--- src/rtl/page_scan_pkg.sv ---
`default_nettype none
// ============================================================================
//  Module   : page_scan_pkg
//  Purpose  : Shared types and helpers for the PAGE scan master.
//             - state_t     : scan FSM state encoding
//             - idx_width() : bit width of the rail index (covers 0..VRAILS)
//  Revision : 1.0  initial release
// ============================================================================
package page_scan_pkg;

  typedef enum logic [2:0] {
    S_IDLE    = 3'd0,
    S_FIND    = 3'd1,
    S_WR_PAGE = 3'd2,
    S_CHECK   = 3'd3,
    S_SETTLE  = 3'd4,
    S_READ    = 3'd5,
    S_EMIT    = 3'd6,
    S_FINISH  = 3'd7
  } state_t;

  // The index must be able to hold VRAILS itself, which marks end of scan.
  function automatic int idx_width(input int rails);
    return $clog2(rails + 1);
  endfunction

endpackage
`default_nettype wire

--- src/rtl/page_find_next.sv ---
`default_nettype none
// ============================================================================
//  Module   : page_find_next
//  Purpose  : Combinational search for the lowest set mask bit at an index
//             greater than or equal to i_idx.
//  Ports    : i_mask  - rail mask (bit n = rail n monitored)
//             i_idx   - first index to consider
//             o_found - a qualifying bit exists
//             o_k     - index of that bit (0 when none found)
//  Revision : 1.0  initial release
// ============================================================================
module page_find_next #(
  parameter int VRAILS = 4,
  parameter int IW     = 3
) (
  input  logic [VRAILS-1:0] i_mask,
  input  logic [IW-1:0]     i_idx,
  output logic              o_found,
  output logic [IW-1:0]     o_k
);

  // Scanning from the top down lets the lowest qualifying bit win last.
  always_comb begin
    o_found = 1'b0;
    o_k     = '0;
    for (int n = VRAILS - 1; n >= 0; n--) begin
      if (i_mask[n] && (IW'(n) >= i_idx)) begin
        o_found = 1'b1;
        o_k     = IW'(n);
      end
    end
  end

endmodule
`default_nettype wire

--- src/rtl/page_scan_master.sv ---
`default_nettype none
// ============================================================================
//  Module   : page_scan_master
//  Purpose  : Walks every monitored VOUT rail, writes the rail index into the
//             PAGE register, confirms acceptance, then reads one telemetry
//             word per rail and emits it as a sample.
//  Ports    : CLOCK/RESET_N           - clock, async active-low reset
//             START/VALID_PAGE        - scan request and rail mask
//             REG_SELECT/REG_WRITE/DATA_OUT, PAGE_Q/ALARM_IN
//                                     - PAGE register write side and status
//             RD_REQ/RD_ACK/RD_DATA   - telemetry read handshake
//             SAMPLE_VALID/PAGE/DATA  - per-rail sample output
//             BUSY/DONE/ERROR         - scan status (ERROR is sticky)
//  Revision : 1.0  initial release
// ============================================================================
module page_scan_master
  import page_scan_pkg::*;
#(
  parameter int P_WIDTH        = 5,
  parameter int VRAILS         = 4,
  parameter int D_WIDTH        = 16,
  parameter int SETTLE_CYCLES  = 2,
  parameter int TIMEOUT_CYCLES = 255
) (
  input  logic               CLOCK,
  input  logic               RESET_N,
  input  logic               START,
  input  logic [VRAILS-1:0]  VALID_PAGE,
  output logic               REG_SELECT,
  output logic               REG_WRITE,
  output logic [P_WIDTH-1:0] DATA_OUT,
  input  logic [P_WIDTH-1:0] PAGE_Q,
  input  logic               ALARM_IN,
  output logic               RD_REQ,
  input  logic               RD_ACK,
  input  logic [D_WIDTH-1:0] RD_DATA,
  output logic               SAMPLE_VALID,
  output logic [P_WIDTH-1:0] SAMPLE_PAGE,
  output logic [D_WIDTH-1:0] SAMPLE_DATA,
  output logic               BUSY,
  output logic               DONE,
  output logic               ERROR
);

  localparam int             IW         = idx_width(VRAILS);
  localparam logic [IW-1:0]  C_LAST_IDX = IW'(VRAILS);
  localparam logic [15:0]    C_TMO_LAST = 16'(TIMEOUT_CYCLES - 1);
  localparam logic [7:0]     C_SETTLE   = 8'(SETTLE_CYCLES);

  state_t               r_state;
  logic [IW-1:0]        r_idx;
  logic [VRAILS-1:0]    r_mask;
  logic [7:0]           r_settle_cnt;
  logic [15:0]          r_tmo_cnt;
  logic                 r_reg_wr;
  logic [P_WIDTH-1:0]   r_data_out;
  logic                 r_rd_req;
  logic                 r_sample_valid;
  logic [P_WIDTH-1:0]   r_sample_page;
  logic [D_WIDTH-1:0]   r_sample_data;
  logic                 r_busy;
  logic                 r_done;
  logic                 r_error;

  state_t               w_next;
  logic [IW-1:0]        w_idx_nxt;
  logic [IW-1:0]        w_idx_inc;
  logic [P_WIDTH-1:0]   w_idx_ext;
  logic                 w_found;
  logic [IW-1:0]        w_k;
  logic                 w_start_ok;
  logic                 w_set_err;
  logic                 w_capture;

  page_find_next #(
    .VRAILS (VRAILS),
    .IW     (IW)
  ) u_find (
    .i_mask  (r_mask),
    .i_idx   (r_idx),
    .o_found (w_found),
    .o_k     (w_k)
  );

  // Index advance saturates at VRAILS so it can never wrap back into range.
  assign w_idx_inc = (r_idx == C_LAST_IDX) ? r_idx : r_idx + 1'b1;
  assign w_idx_ext = P_WIDTH'(r_idx);

  always_comb begin
    w_next     = r_state;
    w_idx_nxt  = r_idx;
    w_start_ok = 1'b0;
    w_set_err  = 1'b0;
    w_capture  = 1'b0;
    case (r_state)
      S_IDLE: begin
        if (START) begin
          w_start_ok = 1'b1;
          w_idx_nxt  = '0;
          w_next     = S_FIND;
        end
      end
      S_FIND: begin
        if (w_found) begin
          w_idx_nxt = w_k;
          w_next    = S_WR_PAGE;
        end else begin
          w_next    = S_FINISH;
        end
      end
      S_WR_PAGE: w_next = S_CHECK;
      S_CHECK: begin
        // PAGE_Q reflects the write issued in the previous cycle.
        if (ALARM_IN || (PAGE_Q != w_idx_ext)) begin
          w_set_err = 1'b1;
          w_idx_nxt = w_idx_inc;
          w_next    = S_FIND;
        end else if (SETTLE_CYCLES == 0) begin
          w_next    = S_READ;
        end else begin
          w_next    = S_SETTLE;
        end
      end
      S_SETTLE: begin
        if (r_settle_cnt <= 8'd1) begin
          w_next = S_READ;
        end
      end
      S_READ: begin
        // An ack on the final timeout cycle still wins.
        if (RD_ACK) begin
          w_capture = 1'b1;
          w_next    = S_EMIT;
        end else if (r_tmo_cnt == C_TMO_LAST) begin
          w_set_err = 1'b1;
          w_idx_nxt = w_idx_inc;
          w_next    = S_FIND;
        end
      end
      S_EMIT: begin
        w_idx_nxt = w_idx_inc;
        w_next    = S_FIND;
      end
      S_FINISH: w_next = S_IDLE;
      default:  w_next = S_IDLE;
    endcase
  end

  // Outputs are registered from the next state so they line up with the
  // cycle in which the FSM occupies that state.
  always_ff @(posedge CLOCK or negedge RESET_N) begin
    if (!RESET_N) begin
      r_state        <= S_IDLE;
      r_idx          <= '0;
      r_mask         <= '0;
      r_settle_cnt   <= '0;
      r_tmo_cnt      <= '0;
      r_reg_wr       <= 1'b0;
      r_data_out     <= '0;
      r_rd_req       <= 1'b0;
      r_sample_valid <= 1'b0;
      r_sample_page  <= '0;
      r_sample_data  <= '0;
      r_busy         <= 1'b0;
      r_done         <= 1'b0;
      r_error        <= 1'b0;
    end else begin
      r_state        <= w_next;
      r_idx          <= w_idx_nxt;
      r_reg_wr       <= (w_next == S_WR_PAGE);
      r_data_out     <= (w_next == S_WR_PAGE) ? P_WIDTH'(w_idx_nxt) : '0;
      r_rd_req       <= (w_next == S_READ);
      r_sample_valid <= (w_next == S_EMIT);
      r_busy         <= (w_next != S_IDLE) && (w_next != S_FINISH);
      r_done         <= (w_next == S_FINISH);

      if (w_start_ok) begin
        r_mask <= VALID_PAGE;
      end

      if (w_start_ok) begin
        r_error <= 1'b0;
      end else if (w_set_err) begin
        r_error <= 1'b1;
      end

      if (r_state == S_CHECK) begin
        r_settle_cnt <= C_SETTLE;
      end else if (r_state == S_SETTLE) begin
        r_settle_cnt <= r_settle_cnt - 8'd1;
      end

      if (r_state == S_READ) begin
        r_tmo_cnt <= r_tmo_cnt + 16'd1;
      end else begin
        r_tmo_cnt <= '0;
      end

      if (w_capture) begin
        r_sample_page <= w_idx_ext;
        r_sample_data <= RD_DATA;
      end
    end
  end

  assign REG_SELECT   = r_reg_wr;
  assign REG_WRITE    = r_reg_wr;
  assign DATA_OUT     = r_data_out;
  assign RD_REQ       = r_rd_req;
  assign SAMPLE_VALID = r_sample_valid;
  assign SAMPLE_PAGE  = r_sample_page;
  assign SAMPLE_DATA  = r_sample_data;
  assign BUSY         = r_busy;
  assign DONE         = r_done;
  assign ERROR        = r_error;

endmodule
`default_nettype wire

--- config.mk ---
export PLATFORM = sky130hd
export DESIGN_NAME = page_scan_master
export DESIGN_NICKNAME = d
export VERILOG_FILES = /design/src/rtl/page_scan_pkg.sv /design/src/rtl/page_find_next.sv /design/src/rtl/page_scan_master.sv
export SDC_FILE = /design/constraint.sdc
export NUM_CORES = 1
export LEC_CHECK = 0
export CAP_MARGIN = 15
export CORE_MARGIN = 4
export CORE_UTILIZATION = 55
export CTS_CLUSTER_SIZE = 25
export DETAILED_ROUTE_END_ITERATION = 6
export DONT_BUFFER_PORTS = 1
export GPL_TIMING_DRIVEN = 0
export PLACE_DENSITY = 0.67
export SLEW_MARGIN = 0
export SYNTH_ARGS = -nofsm -noshare
export SYNTH_HDL_FRONTEND = slang
export SYNTH_SLANG_ARGS = --single-unit
--- constraint.sdc ---
create_clock -name CLOCK -period 3 [get_ports CLOCK]
set_clock_uncertainty 0.05 [all_clocks]
set_input_delay 0.9 -clock CLOCK [delete_from_list [all_inputs] [get_ports CLOCK]]
set_output_delay 0.9 -clock CLOCK [all_outputs]
set_load 0.01 [all_outputs]
After elaboration in Yosys (flattened, before gate mapping)
Cells that the tools add are included.

word-level totals
  register bits = 62
  bits in latches = 0
  bits in writable memories = 0
  memory bits (read-only) = 0
  input port bits = 30
  output and inout port bits = 33
  logic and storage cells = 83
  memories = 0

operators by class
  $add $sub $neg = 3
  multipliers = 0
  div/mod/pow operators = 0
  magnitude comparators = 5
  equality and inequality tests = 15
  shifts and indexed selects = 0
  muxes and demuxes = 36
  bitwise operators = 0
  reduce and logical (&&, ||, !) cells = 10

operator list
  kind                   count
  $mux 3                 13
  $eq 3x3->1 const B     8
  $pmux 3 s8             1
  $add 16x1->16 const B  1
  $eq 16x8->1 const B    1
  $mux 16                1
  $mux 8                 2
  $pmux 3 s5             1
  $mux 1                 13
  $eq 3x2->1 const B     3
  $le 8x1->1 const B     1
  $mux 2                 4
  $sub 8x1->8 const B    1
  $ge 1x3->1 const A     2
  $ge 2x3->1 const A     2
  $logic_and 1x1->1      5
  $ne 5x3->1             1
  $reduce_bool 2->1      2
  $add 3x1->3 const B    1
  $eq 3x1->1 const B     1
  $logic_not 3->1        1
  $ne 3x3->1 const B     1
  $reduce_bool 3->1      1
  $pmux 1 s2             1
  $logic_or 1x1->1       1

Depth between registers and ports, before layout
Gate-level depths: netlist of run 1.

  depth after elaboration = 10
  depth in mapped cells = 10

Modules after synthesis
From an unflattened synthesis of run 1, not the netlist that was laid out.

unflattened totals
  cells, all modules = 286
  area, all modules = 3,050.4 um^2

by module, submodules not included
  module            instances  cells an instance  area each (um^2)
  page_scan_master  1          273                2,971.6
  page_find_next    1          13                 78.8

Worst setup path before layout of run 1
No wires, ideal clock.

  path type = input to register
  from = input PAGE_Q[3]
  to = register r_data_out[1] (netlist: DATA_OUT[1])
  library setup time = 0.094 ns
  data arrival time = 2.093 ns
  required time = 2.856 ns
  slack = 0.763 ns
  cell stages on the path = 5
  path buffers = 0
  cell sequence = nor3_1 > a41oi_1 > a311o_1 > or3_1 > a211oi_1

between the ends
  word-level cells in the longest chain between the ends = 6
  elaborated cells on any way between the ends = 8
  those cells by class = eq/ne: 2; mux: 5; reduce/logical: 1

RTL lines
  what                  RTL line                 text
  start, declared       page_scan_master.sv:32   input logic [P_WIDTH-1:0] PAGE_Q,
  $ne 5x3->1 *          page_scan_master.sv:114  if (ALARM_IN || (PAGE_Q != w_idx_ext)) begin
  $logic_or 1x1->1 *    page_scan_master.sv:114
  $mux 3                page_scan_master.sv:114
  $pmux 3 s8            page_scan_master.sv:95   case (r_state)
  $eq 3x2->1            page_scan_master.sv:171  r_data_out <= (w_next == S_WR_PAGE) ? P_WIDTH'(w_idx_nxt) : '0;
  $mux 3 *              page_scan_master.sv:171
  end signal, assigned  page_scan_master.sv:171
  end, declared         page_scan_master.sv:56   logic [P_WIDTH-1:0] r_data_out;

Every way passes the cells marked *; elsewhere a longest branch is shown, timed or not.
A chain may end at the register's enable or synchronous reset.

Worst setup path in the final report of run 1
  from = register r_idx[0]
  to = register r_rd_req (netlist: RD_REQ)

between the ends
  word-level cells in the longest chain between the ends = 9
  elaborated cells on any way between the ends = 18
  those cells by class = order compare: 4; eq/ne: 2; mux: 7; reduce/logical: 5

RTL lines
  what                    RTL line                 text
  start, declared         page_scan_master.sv:51   logic [IW-1:0] r_idx;
  start signal, assigned  page_scan_master.sv:169  r_idx <= w_idx_nxt;
  $ge 2x3->1              page_find_next.sv:27     if (i_mask[n] && (IW'(n) >= i_idx)) begin
  $logic_and 1x1->1       page_find_next.sv:27
  $mux 1 (4 in series)    page_find_next.sv:27
  $mux 3                  page_scan_master.sv:104  if (w_found) begin
  $pmux 3 s8 *            page_scan_master.sv:95
  $eq 3x3->1 *            page_scan_master.sv:172  r_rd_req <= (w_next == S_READ);
  end signal, assigned    page_scan_master.sv:172
  end, declared           page_scan_master.sv:57   logic r_rd_req;

Marked as above.

==> flow_metrics.py, run 1 <==
metrics = {
    "setup_path": {
        "path_cells": "clkbuf_1 -> inv_1 -> ha_1 -> o21bai_1 -> a311oi_1 -> and3_1 -> clkbuf_1 -> nor3_1 -> nor3_1",
        "required_ps": 3200,
        "worstSetupEndpointType": "flip-flop",
        "arrival_ps": 2770,
        "critPathMaxFanout": 7,
        "path_delay_family": "buffers and inverters",
        "worstRegToRegCells": 9,
        "crit_cells": 9,
        "slowest_delay_ps": 440,
        "worst-path-buf-inv": 3,
        "startpoint_type": "flip-flop",
        "cp_slowest_cell": "a311oi_1",
        "crit_type": "flip-flop to flip-flop",
    },
    "clocking": {
        "cts-root-buf": "clkbuf_8",
        "clock_latency_ps": 330,
        "cts_resized": 0,
        "cts_buffers": 9,
        "cts_tree": "built",
        "clk_pin_slew_ps": 70,
        "postCtsSetupBuffers": 0,
        "cts_sinks": 62,
        "cts_hold_buf": 0,
        "htreeDepth": 3,
        "cts_buffer_depth": 2,
    },
    "logic_synthesis": {
        "async_flop_share_pct": 100,
        "syn_area_um2": 2900,
        "synth_cell_types": 48,
        "ys_seq_elements": 62,
        "synthCells": 267,
        "ys.flop_type": "dfrtp_1",
        "synth_edf_count": 0,
        "avgSynthCellArea_um2": 10.9,
        "yosysSeqAreaShare_pct": 53.5,
        "ys_warn_count": 0,
    },
    "floorplan": {
        "dieArea_um2": 6500,
        "ios": 63,
        "core_um2": 5110,
        "die_h_um": 80.6,
        "die_width_um": 80.6,
        "rows": 26,
        "start_util_pct": 56.8,
    },
    "placement": {
        "dp_hpwl_um": 3800,
        "gp_congestion": 0.823,
        "io_buffers": 0,
    },
    "sta": {
        "setup_violations": 0,
        "rsz0062_at_grt": "false",
        "maxSlewViolCount": 0,
        "worst_pin_slew_ps": 613,
        "hold_slack_ps": 203,
        "max_freq_ghz": 0.389,
        "fin_crit_ps": 2570,
        "finalHoldViolations": 0,
        "fin_setup_tns_ps": 0,
        "relSlewSlack_pct": 58.8,
        "timing.final.crit_share_pct": 85.7,
    },
    "layout": {
        "seq_area_um2": 1550,
        "nets": 319,
        "drive_above_1_share_pct": 13.2,
        "areaGrowthSynthToFinish_pct": 10.9,
        "post-route-util_pct": 63.0,
        "multi_input_area_um2": 1230,
        "antennaDiodeCount": 0,
        "n_fill_cell": 438,
    },
    "drt": {
        "vias_per_cell": 5.45,
        "drtPass1Iterations": 4,
        "dr_wl_met3_um": 377,
        "drcViolationCount": 0,
        "top_layer": "met4",
        "drtIter0Drc": 95,
        "drtAntennaViolNets": 0,
        "vias": 1944,
        "m1WireLength_um": 2370,
        "wirelength_um": 5340,
        "wl_per_cell_um": 15.0,
        "met2WireLength_um": 2480,
    },
    "run_status": {
        "status": "finished clean",
    },
    "power_and_ir_drop": {
        "leakagePower_nw": 1.48,
        "power_mw": 2.82,
        "peakVddDrop_mv": 0.387,
        "power.density_nw_per_um2": 878,
    },
    "hold_path": {
        "min_path_type": "input pin to async pin",
    },
    "grt": {
        "grt_remaining_overflow": 0,
        "grt_pass1_vias": 1853,
        "grt_max_degree": 63,
        "grt_pass1_wl_um": 8800,
        "grt.total_usage_pct": 18.2,
        "antenna_found_initial": 0,
    },
    "job": {
        "drv_cap": 0,
    },
}
-- Yosys cell counts, types with 2 or more instances --
master,instances,share of area (%)
dfrtp_1,62,53
xnor2_1,6,1.8
nor2_1,23,3.0
or4_1,3,0.78
and4_1,3,0.91
clkbuf_1,6,0.78
nor2b_1,3,0.65
xor2_1,10,3.0
mux2_1,5,1.9
nand2_1,19,2.5
nor4_1,5,1.1
a21o_1,2,0.52
mux2_2,15,5.8
nand4_1,6,1.3
a21oi_1,3,0.52
o21ai_0,10,1.7
inv_1,15,1.9
mux2i_1,5,1.7
nor3b_1,2,0.52
nand3_1,7,1.2
or3_1,3,0.65
buf_4,5,1.3
ha_1,7,3.0
a31oi_1,3,0.65
o31ai_1,3,0.78
o22ai_1,3,0.65
nor3_1,6,1.0
and3_1,4,0.86
nand3b_1,4,1.0
-- stage by stage --
step	instance area (µm²)	cells	worst slack, ps
detailed placement	3000	341	466
floorplan	2920	271	763
finish	3220	357	430
global placement	3000	341	460
CTS	3220	357	418
global route	3220	357	183
-- path summary, 6_finish.rpt --
path | slack, ps | end | start
max | 430 | RD_REQ | r_idx[0]
min | 200 | SAMPLE_DATA[3] | RESET_N
max reg2reg | 430 | RD_REQ | r_idx[0]
min reg2reg | 430 | r_settle_cnt[6] | r_settle_cnt[6]
max in group asynchronous | 2600 | SAMPLE_VALID | RESET_N
min in group CLOCK | 430 | r_settle_cnt[6] | r_settle_cnt[6]
-- placed cells by master, fill, tap and decap left out, drive strengths merged, types with 6 or more instances in the layout --
master / synthesis / routed
dfrtp: 62 / 62
nor2: 23 / 23
mux2: 20 / 20
nand2: 19 / 19
clkbuf: 6 / 16
inv: 15 / 15
o21ai: 11 / 11
xor2: 10 / 10
buf: 8 / 8
nand3: 7 / 7
ha: 7 / 7
xnor2: 6 / 6
nand4: 6 / 6
nor3: 6 / 6
-- where the power goes --
group | leakage [nW] | total, mW | internal, mW | switching, mW
registers | 0.814 | 1.30 | 1.07 | 0.230
clock network | 0.106 | 0.786 | 0.466 | 0.320
logic | 0.563 | 0.734 | 0.342 | 0.392
total | 1.48 | 2.82 | 1.88 | 0.942
-- area by class of cell --
| class | count | area share [%] |
|---|---|---|
| buffer | 14 | 2.49 |
| tap | 70 | 2.72 |
| clock buffer | 10 | 3.97 |
| clock inverter | 6 | 2.68 |
| sequential | 62 | 48.2 |
| inverter | 15 | 1.75 |
| multi-input combinational | 180 | 38.2 |
-- flip-flops by register name, indices dropped and copies added (netlist names), 3 cells and up --
signal        cells
SAMPLE_PAGE       3
r_mask            4
r_idx             3
r_tmo_cnt        16
r_state           3
r_settle_cnt      8
SAMPLE_DATA      16
DATA_OUT          3
-- cells by family after synthesis --
logic type	Yosys count	synth area share (%)
simple gates	93	16.7
flops	62	53.5
compound gates	34	7.59
buf+inv	29	4.70
mux	25	9.49
xor+xnor	16	4.83
fa+ha+maj	7	3.02
other cells	1	0.129
-- metal layers --
metal | global-route usage (%) | vias up
li1 | - | 955
met1 | 23.7 | 929
met2 | 26.8 | 50
met3 | 5.27 | 10
met4 | 10.8 | 0
met5 | 0 | -
Note: power is estimated with default switching activity, not from simulation.
==> run 2: changes to the inputs <==
--- a/config.mk
+++ b/config.mk
@@ -7,12 +7,11 @@
 export LEC_CHECK = 0
 export CAP_MARGIN = 15
 export CORE_MARGIN = 4
-export CORE_UTILIZATION = 55
+export CORE_UTILIZATION = 50
 export CTS_CLUSTER_SIZE = 25
 export DETAILED_ROUTE_END_ITERATION = 6
-export DONT_BUFFER_PORTS = 1
 export GPL_TIMING_DRIVEN = 0
-export PLACE_DENSITY = 0.67
+export PLACE_DENSITY = 0.76
 export SLEW_MARGIN = 0
 export SYNTH_ARGS = -nofsm -noshare
 export SYNTH_HDL_FRONTEND = slang
==> run 2 against run 1 <==
  * Critical path type unchanged
  * Die area up 9.0%
  * Cell count up 17%
  * Core utilization up 5.2 points
  * Sequential power down 8%
  * Global-route usage down 0.54 points
  * Clock power down 7.1%
  * Combinational power up 63%
  * Largest power group unchanged
  * Register-to-register slack about the same
==> flow_metrics.py, run 2 (synthesis results as in run 1) <==
metrics = {
    "floorplan": {
        "die_width_um": 84.2,
        "core_um2": 5570,
        "start_util_pct": 52.0,
        "rows": 27,
        "die_h_um": 84.2,
        "ios": 63,
        "dieArea_um2": 7080,
    },
    "sta": {
        "rsz0062_at_grt": "false",
        "fin_crit_ps": 2580,
        "timing.final.crit_share_pct": 85.8,
        "setup_violations": 0,
        "maxSlewViolCount": 0,
        "relSlewSlack_pct": 52.3,
        "worst_pin_slew_ps": 708,
        "max_freq_ghz": 0.388,
        "finalHoldViolations": 0,
    },
    "power_and_ir_drop": {
        "p_seq_share_pct": 38.3,
        "p_sw_mw": 0.985,
        "leakagePower_nw": 1.71,
        "peakVddDrop_mv": 0.439,
        "power.density_nw_per_um2": 822,
        "p_int_mw": 2.14,
        "p_clk_share_pct": 23.4,
        "power_mw": 3.12,
        "p_sw_share_pct": 31.6,
        "combPwrFrac_pct": 38.3,
    },
    "hold_path": {
        "min_path_type": "flip-flop to flip-flop",
    },
    "drt": {
        "drtPass1Iterations": 4,
        "drtAntennaViolNets": 0,
        "drcViolationCount": 0,
        "wl_per_cell_um": 14.0,
        "vias": 2214,
        "drtIter0Drc": 136,
        "vias_per_cell": 5.30,
        "wirelength_um": 5870,
    },
    "clocking": {
        "cts_sinks": 62,
        "cts_buffers": 9,
        "cts_resized": 0,
        "cts_buffer_depth": 2,
        "clock_latency_ps": 330,
        "cts_hold_buf": 0,
        "clk_pin_slew_ps": 60,
        "cts-root-buf": "clkbuf_8",
        "cts_tree": "built",
        "postCtsSetupBuffers": 0,
        "htreeDepth": 3,
    },
    "placement": {
        "gp_congestion": 0.845,
        "dp_hpwl_um": 4360,
        "io_buffers": 58,
    },
    "grt": {
        "grt_pass1_vias": 2120,
        "antenna_found_initial": 0,
        "grt_max_degree": 37,
        "grt.total_usage_pct": 17.7,
        "grt_remaining_overflow": 0,
        "grt_pass1_wl_um": 10100,
    },
    "setup_path": {
        "crit_type": "flip-flop to flip-flop",
        "r2r_slack_ps": 420,
        "arrival_ps": 2730,
        "critPathMaxFanout": 7,
        "worstSetupEndpointType": "flip-flop",
        "startpoint_type": "flip-flop",
        "required_ps": 3150,
    },
    "job": {
        "drv_cap": 0,
    },
    "run_status": {
        "status": "finished clean",
    },
    "layout": {
        "antennaDiodeCount": 0,
        "nets": 378,
        "drive_above_1_share_pct": 11.6,
        "areaGrowthSynthToFinish_pct": 31.1,
        "post-route-util_pct": 68.2,
        "layout_commonest_cell": "dfrtp_1",
        "mostFrequentLayoutCells": "dfrtp_1 (62), clkdlybuf4s50_1 (57), nor2_1 (23)",
    },
}
## run 2: changes by cell type in the layout (fill, tap and decap cells not counted)
cell             change
clkbuf_8             +2
clkinvlp_4           -1
buf_2                +1
buf_12               +1
clkinv_4             -1
bufinv_16            -1
clkinv_2             +1
clkdlybuf4s50_1     +57
## run 2: critical path: stages, from the launching register on
cell and delay [ps]:
dfrtp_1 350, clkbuf_1 260, inv_1 140, ha_1 250
o21bai_1 170, a311oi_1 450, and3_1 230, clkbuf_1 230
nor3_1 130, inv_1 120, a211oi_1 50
## run 2: power groups by stage
stage | clock network, mW | logic [mW] | registers [mW]
floorplan | 0 | 0.609 | 1.28
global placement | 0 | 1.17 | 1.20
detailed placement | 0 | 1.21 | 1.22
CTS | 0.743 | 1.21 | 1.20
global route | 0.783 | 1.32 | 1.23
finish | 0.730 | 1.20 | 1.20
## run 2: worst paths after layout
path | from | endpoint | cells after the start
min in group asynchronous | RESET_N | SAMPLE_DATA[4] | 1
setup reg to reg | r_idx[0] | DATA_OUT[1] | 10
setup / recovery | r_idx[0] | DATA_OUT[1] | 10
hold reg to reg | r_settle_cnt[6] | r_settle_cnt[6] | 1
hold / removal | r_settle_cnt[6] | r_settle_cnt[6] | 1
max in group asynchronous | RESET_N | r_settle_cnt[2] | 2
## run 2: layer usage
| metal | GRT usage (%) | wire length (µm) | up-vias |
|---|---|---|---|
| li1 | - | - | 1081 |
| met1 | 24.0 | 2640 | 1057 |
| met2 | 26.8 | 2770 | 68 |
| met3 | 4.61 | 377 | 8 |
| met4 | 7.75 | 80 | 0 |
| met5 | 0 | 0 | - |
## run 2: per-stage QoR
step / instances / instance area, µm² / hold slack (ps) / worst slack [ps] / TNS [ps]
2_1_floorplan: 271 / 2920 / 390 / 763 / 0
3_3_place_gp: 401 / 3590 / 409 / -958 / -59180
3_5_place_dp: 402 / 3600 / 419 / 97.0 / 0
4_1_cts: 418 / 3800 / 431 / 428 / 0
5_1_grt: 418 / 3800 / 436 / 170 / 0
6_report: 418 / 3800 / 425 / 425 / 0
## run 2: area by class of cell
class | instances | area, µm²
clock buffers | 12 | 155
inverters | 15 | 56.3
plain buffers | 14 | 80.1
repair buffers | 59 | 596
multi-input cells | 180 | 1230
fillers | 433 | 1770
well taps | 72 | 90.1
flip-flops and latches | 62 | 1550
clock inverters | 4 | 45.0
==> run 3: changes to the inputs <==
--- a/config.mk
+++ b/config.mk
@@ -11,6 +11,7 @@
 export CTS_CLUSTER_SIZE = 25
 export DETAILED_ROUTE_END_ITERATION = 6
 export GPL_TIMING_DRIVEN = 0
+export HOLD_SLACK_MARGIN = 0.08
 export PLACE_DENSITY = 0.76
 export SLEW_MARGIN = 0
 export SYNTH_ARGS = -nofsm -noshare
==> results of run 3 <==
The final DEF is identical to that of run 2; final timing and power are the same.
